==> config.mk <==
export PLATFORM = sky130hd
export DESIGN_NAME = uart_rx_decoder
export DESIGN_NICKNAME = d
export VERILOG_FILES = /design/src/rtl/uart_pkg.sv /design/src/rtl/sync_2ff.sv /design/src/rtl/uart_rx_decoder.sv
export SDC_FILE = /design/constraint.sdc
export NUM_CORES = 1
export LEC_CHECK = 0
export CAP_MARGIN = 20
export CELL_PAD_IN_SITES_DETAIL_PLACEMENT = 1
export CELL_PAD_IN_SITES_GLOBAL_PLACEMENT = 2
export CORE_AREA = 2 2 85 54
export CTS_CLUSTER_SIZE = 24
export DETAILED_ROUTE_END_ITERATION = 8
export DIE_AREA = 0 0 87 56
export DONT_BUFFER_PORTS = 1
export GPL_TIMING_DRIVEN = 0
export PLACE_DENSITY = 0.79
export SLEW_MARGIN = 20
export SYNTH_ARGS = -nofsm -noshare
export SYNTH_HDL_FRONTEND = slang
export SYNTH_SLANG_ARGS = --single-unit
==> constraint.sdc <==
create_clock -name i_Clock -period 6.3 [get_ports i_Clock]
set_input_delay 1.26 -clock i_Clock [delete_from_list [all_inputs] [get_ports i_Clock]]
set_output_delay 1.26 -clock i_Clock [all_outputs]
set_load 0.02 [all_outputs]
==> src/rtl/uart_pkg.sv <==
// rtl/uart_pkg.sv - shared types and defaults for the UART receive path
package uart_pkg;

    typedef enum logic [2:0] {
        IDLE,
        START,
        DATA,
        STOP,
        BREAK
    } uart_rx_state_e;

    localparam int DEFAULT_CLKS_PER_BIT = 868;

endpackage

==> src/rtl/sync_2ff.sv <==
// rtl/sync_2ff.sv - two-flop synchronizer, resets to 1 so an idle serial line is not seen as a start
module sync_2ff (
    input  logic clk,
    input  logic rst,
    input  logic d,
    output logic q
);

    logic meta_q, meta_d;
    logic sync_q, sync_d;

    always_comb begin
        meta_d = d;
        sync_d = meta_q;
    end

    always_ff @(posedge clk or posedge rst) begin
        if (rst) begin
            meta_q <= 1'b1;
            sync_q <= 1'b1;
        end else begin
            meta_q <= meta_d;
            sync_q <= sync_d;
        end
    end

    assign q = sync_q;

endmodule

==> src/rtl/uart_rx_decoder.sv <==
// rtl/uart_rx_decoder.sv - 8N1 UART receiver, mid-bit sampling, one-cycle valid strobe per good frame
module uart_rx_decoder
    import uart_pkg::*;
#(
    parameter int CLKS_PER_BIT = DEFAULT_CLKS_PER_BIT
) (
    input  logic       i_Clock,
    input  logic       i_Reset,
    input  logic       i_Rx_Serial,
    output logic       o_Rx_DV,
    output logic [7:0] o_Rx_Byte
);

    localparam int CNT_W = $clog2(CLKS_PER_BIT);
    localparam logic [CNT_W-1:0] HALF_CNT = CNT_W'((CLKS_PER_BIT - 1) / 2);
    localparam logic [CNT_W-1:0] LAST_CNT = CNT_W'(CLKS_PER_BIT - 1);

    logic rx_s;

    uart_rx_state_e   state_q, state_d;
    logic [CNT_W-1:0] clk_cnt_q, clk_cnt_d;
    logic [2:0]       bit_idx_q, bit_idx_d;
    logic [7:0]       shift_q, shift_d;
    logic [7:0]       byte_q, byte_d;
    logic             dv_q, dv_d;

    sync_2ff u_sync (
        .clk (i_Clock),
        .rst (i_Reset),
        .d   (i_Rx_Serial),
        .q   (rx_s)
    );

    always_comb begin
        state_d   = state_q;
        clk_cnt_d = clk_cnt_q;
        bit_idx_d = bit_idx_q;
        shift_d   = shift_q;
        byte_d    = byte_q;
        dv_d      = 1'b0;

        case (state_q)
            IDLE: begin
                clk_cnt_d = '0;
                bit_idx_d = '0;
                if (!rx_s) state_d = START;
            end
            // Re-check half a bit in so a short low glitch does not start a frame.
            START: begin
                if (clk_cnt_q == HALF_CNT) begin
                    clk_cnt_d = '0;
                    state_d   = rx_s ? IDLE : DATA;
                end else begin
                    clk_cnt_d = clk_cnt_q + CNT_W'(1);
                end
            end
            DATA: begin
                if (clk_cnt_q == LAST_CNT) begin
                    clk_cnt_d          = '0;
                    shift_d[bit_idx_q] = rx_s;
                    if (bit_idx_q == 3'd7) state_d = STOP;
                    else                   bit_idx_d = bit_idx_q + 3'd1;
                end else begin
                    clk_cnt_d = clk_cnt_q + CNT_W'(1);
                end
            end
            // Leaving mid stop bit keeps back-to-back frames aligned.
            STOP: begin
                if (clk_cnt_q == LAST_CNT) begin
                    clk_cnt_d = '0;
                    if (rx_s) begin
                        byte_d  = shift_q;
                        dv_d    = 1'b1;
                        state_d = IDLE;
                    end else begin
                        state_d = BREAK;
                    end
                end else begin
                    clk_cnt_d = clk_cnt_q + CNT_W'(1);
                end
            end
            BREAK: begin
                clk_cnt_d = '0;
                if (rx_s) state_d = IDLE;
            end
            default: state_d = IDLE;
        endcase
    end

    always_ff @(posedge i_Clock or posedge i_Reset) begin
        if (i_Reset) begin
            state_q   <= IDLE;
            clk_cnt_q <= '0;
            bit_idx_q <= '0;
            shift_q   <= '0;
            byte_q    <= '0;
            dv_q      <= 1'b0;
        end else begin
            state_q   <= state_d;
            clk_cnt_q <= clk_cnt_d;
            bit_idx_q <= bit_idx_d;
            shift_q   <= shift_d;
            byte_q    <= byte_d;
            dv_q      <= dv_d;
        end
    end

    assign o_Rx_DV   = dv_q;
    assign o_Rx_Byte = byte_q;

endmodule

== Word level (Yosys, flattened, before mapping) ==
Cells that the tools add are included.

* Add/sub/neg operators: 2
* Order comparisons: 2
* Equal/unequal tests: 14
* Multiplexer cells: 21
* Reduce and logical (&&, ||, !) cells: 10

{| class="wikitable"
|+ Operators with widths
! cell !! number
|-
| $pmux 10 s3 || 1
|-
| $mux 3 || 9
|-
| $mux 10 || 2
|-
| $pmux 3 s5 || 1
|-
| $ne 2x2->1 const B || 6
|-
| $add 10x1->10 const B || 1
|-
| $eq 10x10->1 const B || 1
|-
| $eq 10x9->1 const B || 1
|-
| $bwmux 8 || 1
|-
| $eq 3x2->1 const B || 2
|-
| $eq 3x3->1 const B || 2
|-
| $pmux 3 s2 || 1
|-
| $reduce_and 3->1 || 2
|-
| $reduce_and 6->1 || 1
|-
| $lt 3x4->1 const B || 1
|-
| $mux 1 || 4
|-
| $reduce_or 2->1 || 2
|-
| $add 3x1->3 const B || 1
|-
| $demux 1 s3 || 1
|-
| $eq 3x1->1 const B || 1
|-
| $ge 3x1->1 const B || 1
|-
| $logic_not 3->1 || 1
|-
| $reduce_bool 3->1 || 1
|-
| $mux 2 || 1
|-
| other kinds (4) || 4
|}

* Flip-flop bits (word level): 35
* Input bits: 3
* Output and inout port bits: 9
* Logic and storage cells: 57

== Longest topological paths before layout ==
Gate-level depths: netlist of run 1.

* Depth after elaboration: 5
* Depth in mapped cells: 7
* Gate-level depth less buffers: 7

== Modules after synthesis ==
A second synthesis of run 1 with hierarchy kept.

* Cell total of the unflattened synthesis: 158
* Area, all modules: 1755.4 um2

{| class="wikitable"
|+ By module, submodules not included
! module !! times used !! cells an instance !! area each (um2) !! sequential area each (um2)
|-
| uart_rx_decoder || 1 || 155 || 1699.1 || 825.8
|-
| sync_2ff || 1 || 3 || 56.3 || 52.6
|}

== Worst setup path after synthesis of run 1 ==
Ideal clock, no wire load.

* Path type: register to register
* Start: register clk_cnt_q[0]
* End: register shift_q[0]
* Setup time: 0.125 ns
* Arrival time: 1.990 ns
* Required time: 6.175 ns
* Setup slack: 4.186 ns
* Stages on the path, launching flop included: 7
* Path buffers: 0
* Clock period less this slack: 2.114 ns
* Path through: dfrtp_1 > ha_1 > nand2b_1 > or3_4 > or4_4 > nor3_2 > mux2_2

* Longest elaborated chain between the ends: 2

{| class="wikitable"
|+ RTL lines
! element !! RTL line !! source
|-
| start, declared || uart_rx_decoder.sv:21 || <nowiki>logic [CNT_W-1:0] clk_cnt_q, clk_cnt_d;</nowiki>
|-
| start signal, assigned || uart_rx_decoder.sv:100 || <nowiki>clk_cnt_q <= clk_cnt_d;</nowiki>
|-
| $eq 10x10->1 || uart_rx_decoder.sv:58 || <nowiki>if (clk_cnt_q == LAST_CNT) begin</nowiki>
|-
| $reduce_and 2->1 (no line) || -- ||
|-
| end signal, assigned || uart_rx_decoder.sv:102 || <nowiki>shift_q <= shift_d;</nowiki>
|-
| end, declared || uart_rx_decoder.sv:23 || <nowiki>logic [7:0] shift_q, shift_d;</nowiki>
|}

Every way passes these cells.
A chain may end at the register's enable or synchronous reset.

== Final worst setup path of run 1 ==
* Start: register clk_cnt_q[0]
* End: register shift_q[4]

The elaborated chain is that of the path after synthesis.

==> flow_summary.json, run 1 <==
{
  "clk_latency_ns": 0.29,
  "rows": 18,
  "nets": 181,
  "core-area_um2": 4030,
  "layout_commonest_cell": "dfrtp_1",
  "worst_pin_slew_ns": 0.717,
  "cts_buffers": 5,
  "regArea_um2": 878,
  "root_buffer": "clkbuf_8",
  "grt_max_degree": 36,
  "synthFlopType": "dfrtp_1",
  "ant_nets": 0,
  "dpl.cell_count": 217,
  "finalNonFillerCells": 225,
  "first_iter_violations": 62,
  "grt_first_pass_wirelength_um": 6710,
  "syn-mean-instance-area_um2": 10.5,
  "hold_viol": 0,
  "crit_path_end_kind": "flop",
  "cp.required_ns": 6.48,
  "synthAdderAreaFrac": 0.0285,
  "cts_setup_buffers": 0,
  "ys_async_sr_fraction": 1.00,
  "n_antenna_cell": 0,
  "vdd_drop_max_uv": 89.5,
  "drv_cap": 0,
  "die_width_um": 87,
  "cts_tree": "built",
  "synth_edf_count": 0,
  "fmax_ghz": 0.415,
  "period_minus_slack_ns": 2.41,
  "grt_pass1_vias": 1297,
  "fillCellCount": 461,
  "critPathMaxFanout": 6,
  "slew_headroom": 0.521,
  "crit_type": "reg2reg",
  "synth-seq-cells": 35,
  "ys_warn_count": 0,
  "cts-hold-fix-buffers": 0,
  "antenna_found_initial": 0,
  "ios": 12,
  "tns_ns": 0,
  "mostFrequentLayoutCells": "dfrtp_1 (33), nor2_1 (19), mux2_2 (16)",
  "synth.net_count": 174,
  "path_clk_slew_ns": 0.08,
  "clockBufferDepth": 2,
  "multi_input_area_um2": 828,
  "dr.pass1.iters": 4,
  "synthMuxAreaShare": 0.103,
  "worstPathCellList": "ha_1, nand2b_1, or3_4, or4_4, nor2_1, mux2_2",
  "drc": 0,
  "path_delay_family": "simple AND/OR/NAND/NOR gates",
  "synth_simple_gate_area_share": 0.225,
  "synth_top_family_by_area": "simple AND/OR/NAND/NOR gates",
  "fin_skew_ns": 0.00834,
  "cp_num_buf_inv": 0,
  "run_status": "completed",
  "p_per_area_nw_per_um2": 229,
  "routed_wl_um": 3870,
  "htree_levels": 2,
  "finalWeightedCongestion": 0.874,
  "drive_above_1_share": 0.211,
  "synth_compound_area_frac": 0.0954,
  "portBuffers": 0,
  "die_area_um2": 4870,
  "start_kind": "flop",
  "min_period_over_period": 0.383,
  "wl_per_cell_um": 17.2,
  "synth_xor_area_frac": 0.0199,
  "cts_sinks": 35,
  "area_delta_synth_final_pct": 10.3,
  "synthCells": 167,
  "crit_slowest_cell": "or4_4",
  "slew_viol_final": 0,
  "grt_usage": 0.182,
  "dp_hpwl_um": 2810,
  "synth_cell_types": 44,
  "via_per_inst": 5.56,
  "hold_path.class": "reg2reg",
  "critPathMaxStageDelay_ns": 0.47,
  "die_h_um": 56,
  "grt_overflow": 0,
  "rsz0062_at_grt": "false",
  "start_util": 0.436,
  "p_leak_nw": 0.836,
  "ctsResizeCount": 0,
  "vias": 1250,
  "syn_area_um2": 1760,
  "worstPathArrival_ns": 2.59,
  "finalSetupViolations": 0,
  "yosysSeqAreaShare": 0.500
}
metal layers:
layer  share of wire  up-vias  GRT usage
met5               0        -          0
met4           0.014        0     0.0536
met3           0.037        7     0.0593
met2            0.37       19      0.226
met1            0.58      610      0.290
li1                -      614          -
worst paths after layout:
check | startpoint | endpoint | slack (ns) | cells after the start
worst max register to register | clk_cnt_q[0] | shift_q[4] | 3.89 | 6
max in group asynchronous | i_Reset | bit_idx_q[0] | 4.87 | 1
worst max-delay path | clk_cnt_q[0] | shift_q[4] | 3.89 | 6
min in group asynchronous | i_Reset | clk_cnt_q[9] | 0.96 | 1
worst min-delay path | u_sync.meta_q | u_sync.q | 0.36 | 0
worst min register to register | u_sync.meta_q | u_sync.q | 0.36 | 0
flip-flops by register name (all words and copies together), names as in the netlist:
name / count
u_sync.q: 1
shift_q: 8
o_Rx_Byte: 8
clk_cnt_q: 10
state_q: 3
o_Rx_DV: 1
u_sync.meta_q: 1
bit_idx_q: 3
through the flow:
step / utilization / cell area, um^2 / hold slack (ns) / setup WS, ns / total power [W]
floorplan: - / 1760 / 0.345 / 4.19 / 0.000235
global placement: 0.451 / 1820 / 0.349 / 3.91 / 0.000237
detailed placement: 0.451 / 1820 / 0.348 / 3.90 / 0.000237
CTS: 0.480 / 1940 / 0.362 / 3.90 / 0.000447
global route: 0.480 / 1940 / 0.366 / 3.70 / 0.000462
finish: 0.480 / 1940 / 0.362 / 3.89 / 0.000444
Yosys cell counts, types with 2 or more instances:
library cell,number,area share
nor3_2,2,0.011
dfrtp_1,33,0.47
o31ai_1,2,0.0085
a31oi_1,2,0.0071
clkbuf_1,3,0.0064
nand3_1,7,0.020
or3_1,3,0.011
xnor2_1,3,0.015
ha_1,4,0.028
o21ai_0,12,0.034
nand2b_1,4,0.014
inv_1,8,0.017
nor3_1,5,0.014
dfstp_2,2,0.030
nor4_1,2,0.0071
mux2_2,16,0.10
nand2_1,14,0.030
nor2_1,19,0.041
report_power, final:
| group | switching [W] | internal, W |
|---|---|---|
| Clock | 0.0000837 | 0.000128 |
| Sequential | 0.000000423 | 0.000226 |
| Combinational | 0.00000539 | 0.000000556 |
layout make-up:
type | instances | area share
buffer | 4 | 0.0103
clock buffer | 6 | 0.0426
clock inverter | 2 | 0.0181
inverter | 8 | 0.0155
multi-input combinational | 120 | 0.428
sequential | 35 | 0.453
tap | 50 | 0.0323
cells by family (layout without fill, tap and decap cells):
logic type	after synthesis	count (layout)
and+or+nand+nor	70	70
DFF	35	35
AOI/OAI and AO/OA	26	26
muxes	16	16
buffers and inverters	12	20
adders and majority gates	4	4
xor gates and xnor gates	4	4
Power figures use the tool's default switching activity.
==> inputs of run 2 (changes only) <==
--- a/config.mk
+++ b/config.mk
@@ -8,13 +8,13 @@
 export CAP_MARGIN = 20
 export CELL_PAD_IN_SITES_DETAIL_PLACEMENT = 1
 export CELL_PAD_IN_SITES_GLOBAL_PLACEMENT = 2
-export CORE_AREA = 2 2 85 54
+export CORE_AREA = 2 2 88 56
 export CTS_CLUSTER_SIZE = 24
 export DETAILED_ROUTE_END_ITERATION = 8
-export DIE_AREA = 0 0 87 56
+export DIE_AREA = 0 0 90 58
 export DONT_BUFFER_PORTS = 1
 export GPL_TIMING_DRIVEN = 0
-export PLACE_DENSITY = 0.79
+export PLACE_DENSITY = 0.74
 export SLEW_MARGIN = 20
 export SYNTH_ARGS = -nofsm -noshare
 export SYNTH_HDL_FRONTEND = slang
==> constraint.sdc (replaced) <==
create_clock -name i_Clock -period 2.4 [get_ports i_Clock]
set_input_delay 0.48 -clock i_Clock [delete_from_list [all_inputs] [get_ports i_Clock]]
set_output_delay 0.48 -clock i_Clock [all_outputs]
set_load 0.02 [all_outputs]
==> flow_summary.json, run 2 (same netlist as run 1, synthesis figures left out) <==
{
  "crit_path_end_kind": "flop",
  "grt_usage": 0.179,
  "htree_levels": 2,
  "die_h_um": 58,
  "regArea_um2": 878,
  "grt_first_pass_wirelength_um": 7160,
  "layout_commonest_cell": "dfrtp_1",
  "fmax_ghz": 0.431,
  "grt_max_degree": 36,
  "min_period_over_period": 0.968,
  "dp_hpwl_um": 3030,
  "worst_pin_slew_ns": 0.737,
  "rsz0062_at_grt": "false",
  "multi_input_area_um2": 871,
  "fillCellCount": 486,
  "cts-hold-fix-buffers": 0,
  "finalCoreUtilization": 0.443,
  "crit_slowest_cell": "or4_4",
  "cts_sinks": 35,
  "start_kind": "flop",
  "critPathMaxStageDelay_ns": 0.48,
  "largest-register": "clk_cnt_q",
  "p_per_area_nw_per_um2": 524,
  "fin_skew_ns": 0.00339,
  "clockBufferDepth": 2,
  "finalSetupViolations": 0,
  "ios": 12,
  "finalWeightedCongestion": 0.774,
  "root_buffer": "clkbuf_8",
  "dr.pass1.iters": 4,
  "first_iter_violations": 77,
  "routed_wl_um": 4200,
  "worstPathCellList": "ha_4, nand2b_4, or3_4, or4_4, nor2_1, mux2_2",
  "drv_cap": 0,
  "hold_path.class": "in2reg",
  "wl_per_cell_um": 17.6,
  "drc": 0,
  "cts_setup_buffers": 0,
  "clk_latency_ns": 0.29,
  "largest_reg_flops": 10,
  "antenna_found_initial": 0,
  "path_clk_slew_ns": 0.07,
  "portBuffers": 0,
  "mostFrequentLayoutCells": "dfrtp_1 (33), nor2_1 (19), mux2_2 (16)",
  "worstPathArrival_ns": 2.50,
  "vias": 1282,
  "grt_pass1_vias": 1385,
  "grt_overflow": 0,
  "core-area_um2": 4420,
  "area_delta_synth_final_pct": 11.5,
  "slew_headroom": 0.508,
  "n_antenna_cell": 0,
  "vdd_drop_max_uv": 235,
  "ctsResizeCount": 2,
  "cp_num_buf_inv": 0,
  "cts_tree": "built",
  "cts_buffers": 5,
  "slew_viol_final": 0,
  "nets": 181,
  "hold_viol": 0,
  "crit_type": "reg2reg",
  "cp.required_ns": 2.57,
  "finalNonFillerCells": 238,
  "p_leak_nw": 0.827,
  "ant_nets": 0,
  "dpl.cell_count": 230,
  "start_util": 0.397,
  "die_width_um": 90,
  "critPathMaxFanout": 6,
  "path_delay_family": "simple AND/OR/NAND/NOR gates",
  "rows": 19,
  "drive_above_1_share": 0.217,
  "run_status": "completed",
  "via_per_inst": 5.39,
  "die_area_um2": 5220,
  "period_minus_slack_ns": 2.32
}
run 2: cell count changes in the layout (fill, tap and decap cells not counted), sizes merged:
cell	before	now
clkbuf	9	10
bufinv	1	0
run 2: per-layer routing:
layer	track usage	routed length, um
met4	0.0659	46
met5	0	0
met1	0.256	2210
met2	0.267	1820
met3	0.0442	127
run 2: final cells by class:
cell class                      instances  area share
Tap cell                               63      0.0402
Clock buffer                            7      0.0390
Multi-Input combinational cell        120       0.444
Clock inverter                          1     0.00255
Buffer                                  4      0.0102
Sequential cell                        35       0.448
Inverter                                8      0.0153
run 2: per-stage QoR:
step	setup WS, ns	hold slack, ns	total power [W]	setup TNS (ns)	area, um^2
after floorplan	0.286	0.345	0.000616	0	1760
after global placement	0.00498	0.347	0.000621	0	1840
after detailed placement	-0.0565	0.354	0.000622	-0.401	1840
after CTS	0.0226	0.171	0.00104	0	1930
after global routing	0.0238	0.162	0.00107	0	1960
final	0.0777	0.186	0.00103	0	1960
run 2: final timing paths:
path,startpoint,endpoint,slack [ns],cells past startpoint
min in group asynchronous,i_Reset,clk_cnt_q[7],0.20,1
worst max register to register,clk_cnt_q[0],shift_q[2],0.08,6
worst max-delay path,clk_cnt_q[0],shift_q[2],0.08,6
max in group asynchronous,i_Reset,shift_q[3],1.73,1
worst min-delay path,i_Rx_Serial,u_sync.meta_q,0.19,0
worst min register to register,u_sync.meta_q,u_sync.q,0.36,0
run 2: worst reg2reg max path, stage by stage (launching register included):
cell	delay [ns]
dfrtp_1	0.45
ha_4	0.20
nand2b_4	0.09
or3_4	0.43
or4_4	0.48
nor2_1	0.20
mux2_2	0.35
run 2: where the power goes:
group	switching (W)	internal, W	leakage [nW]
clock	0.000212	0.000204	0.0422
combinational	0.0000149	0.00000146	0.317
sequential	0.000000996	0.000593	0.467
total	0.000228	0.000798	0.827
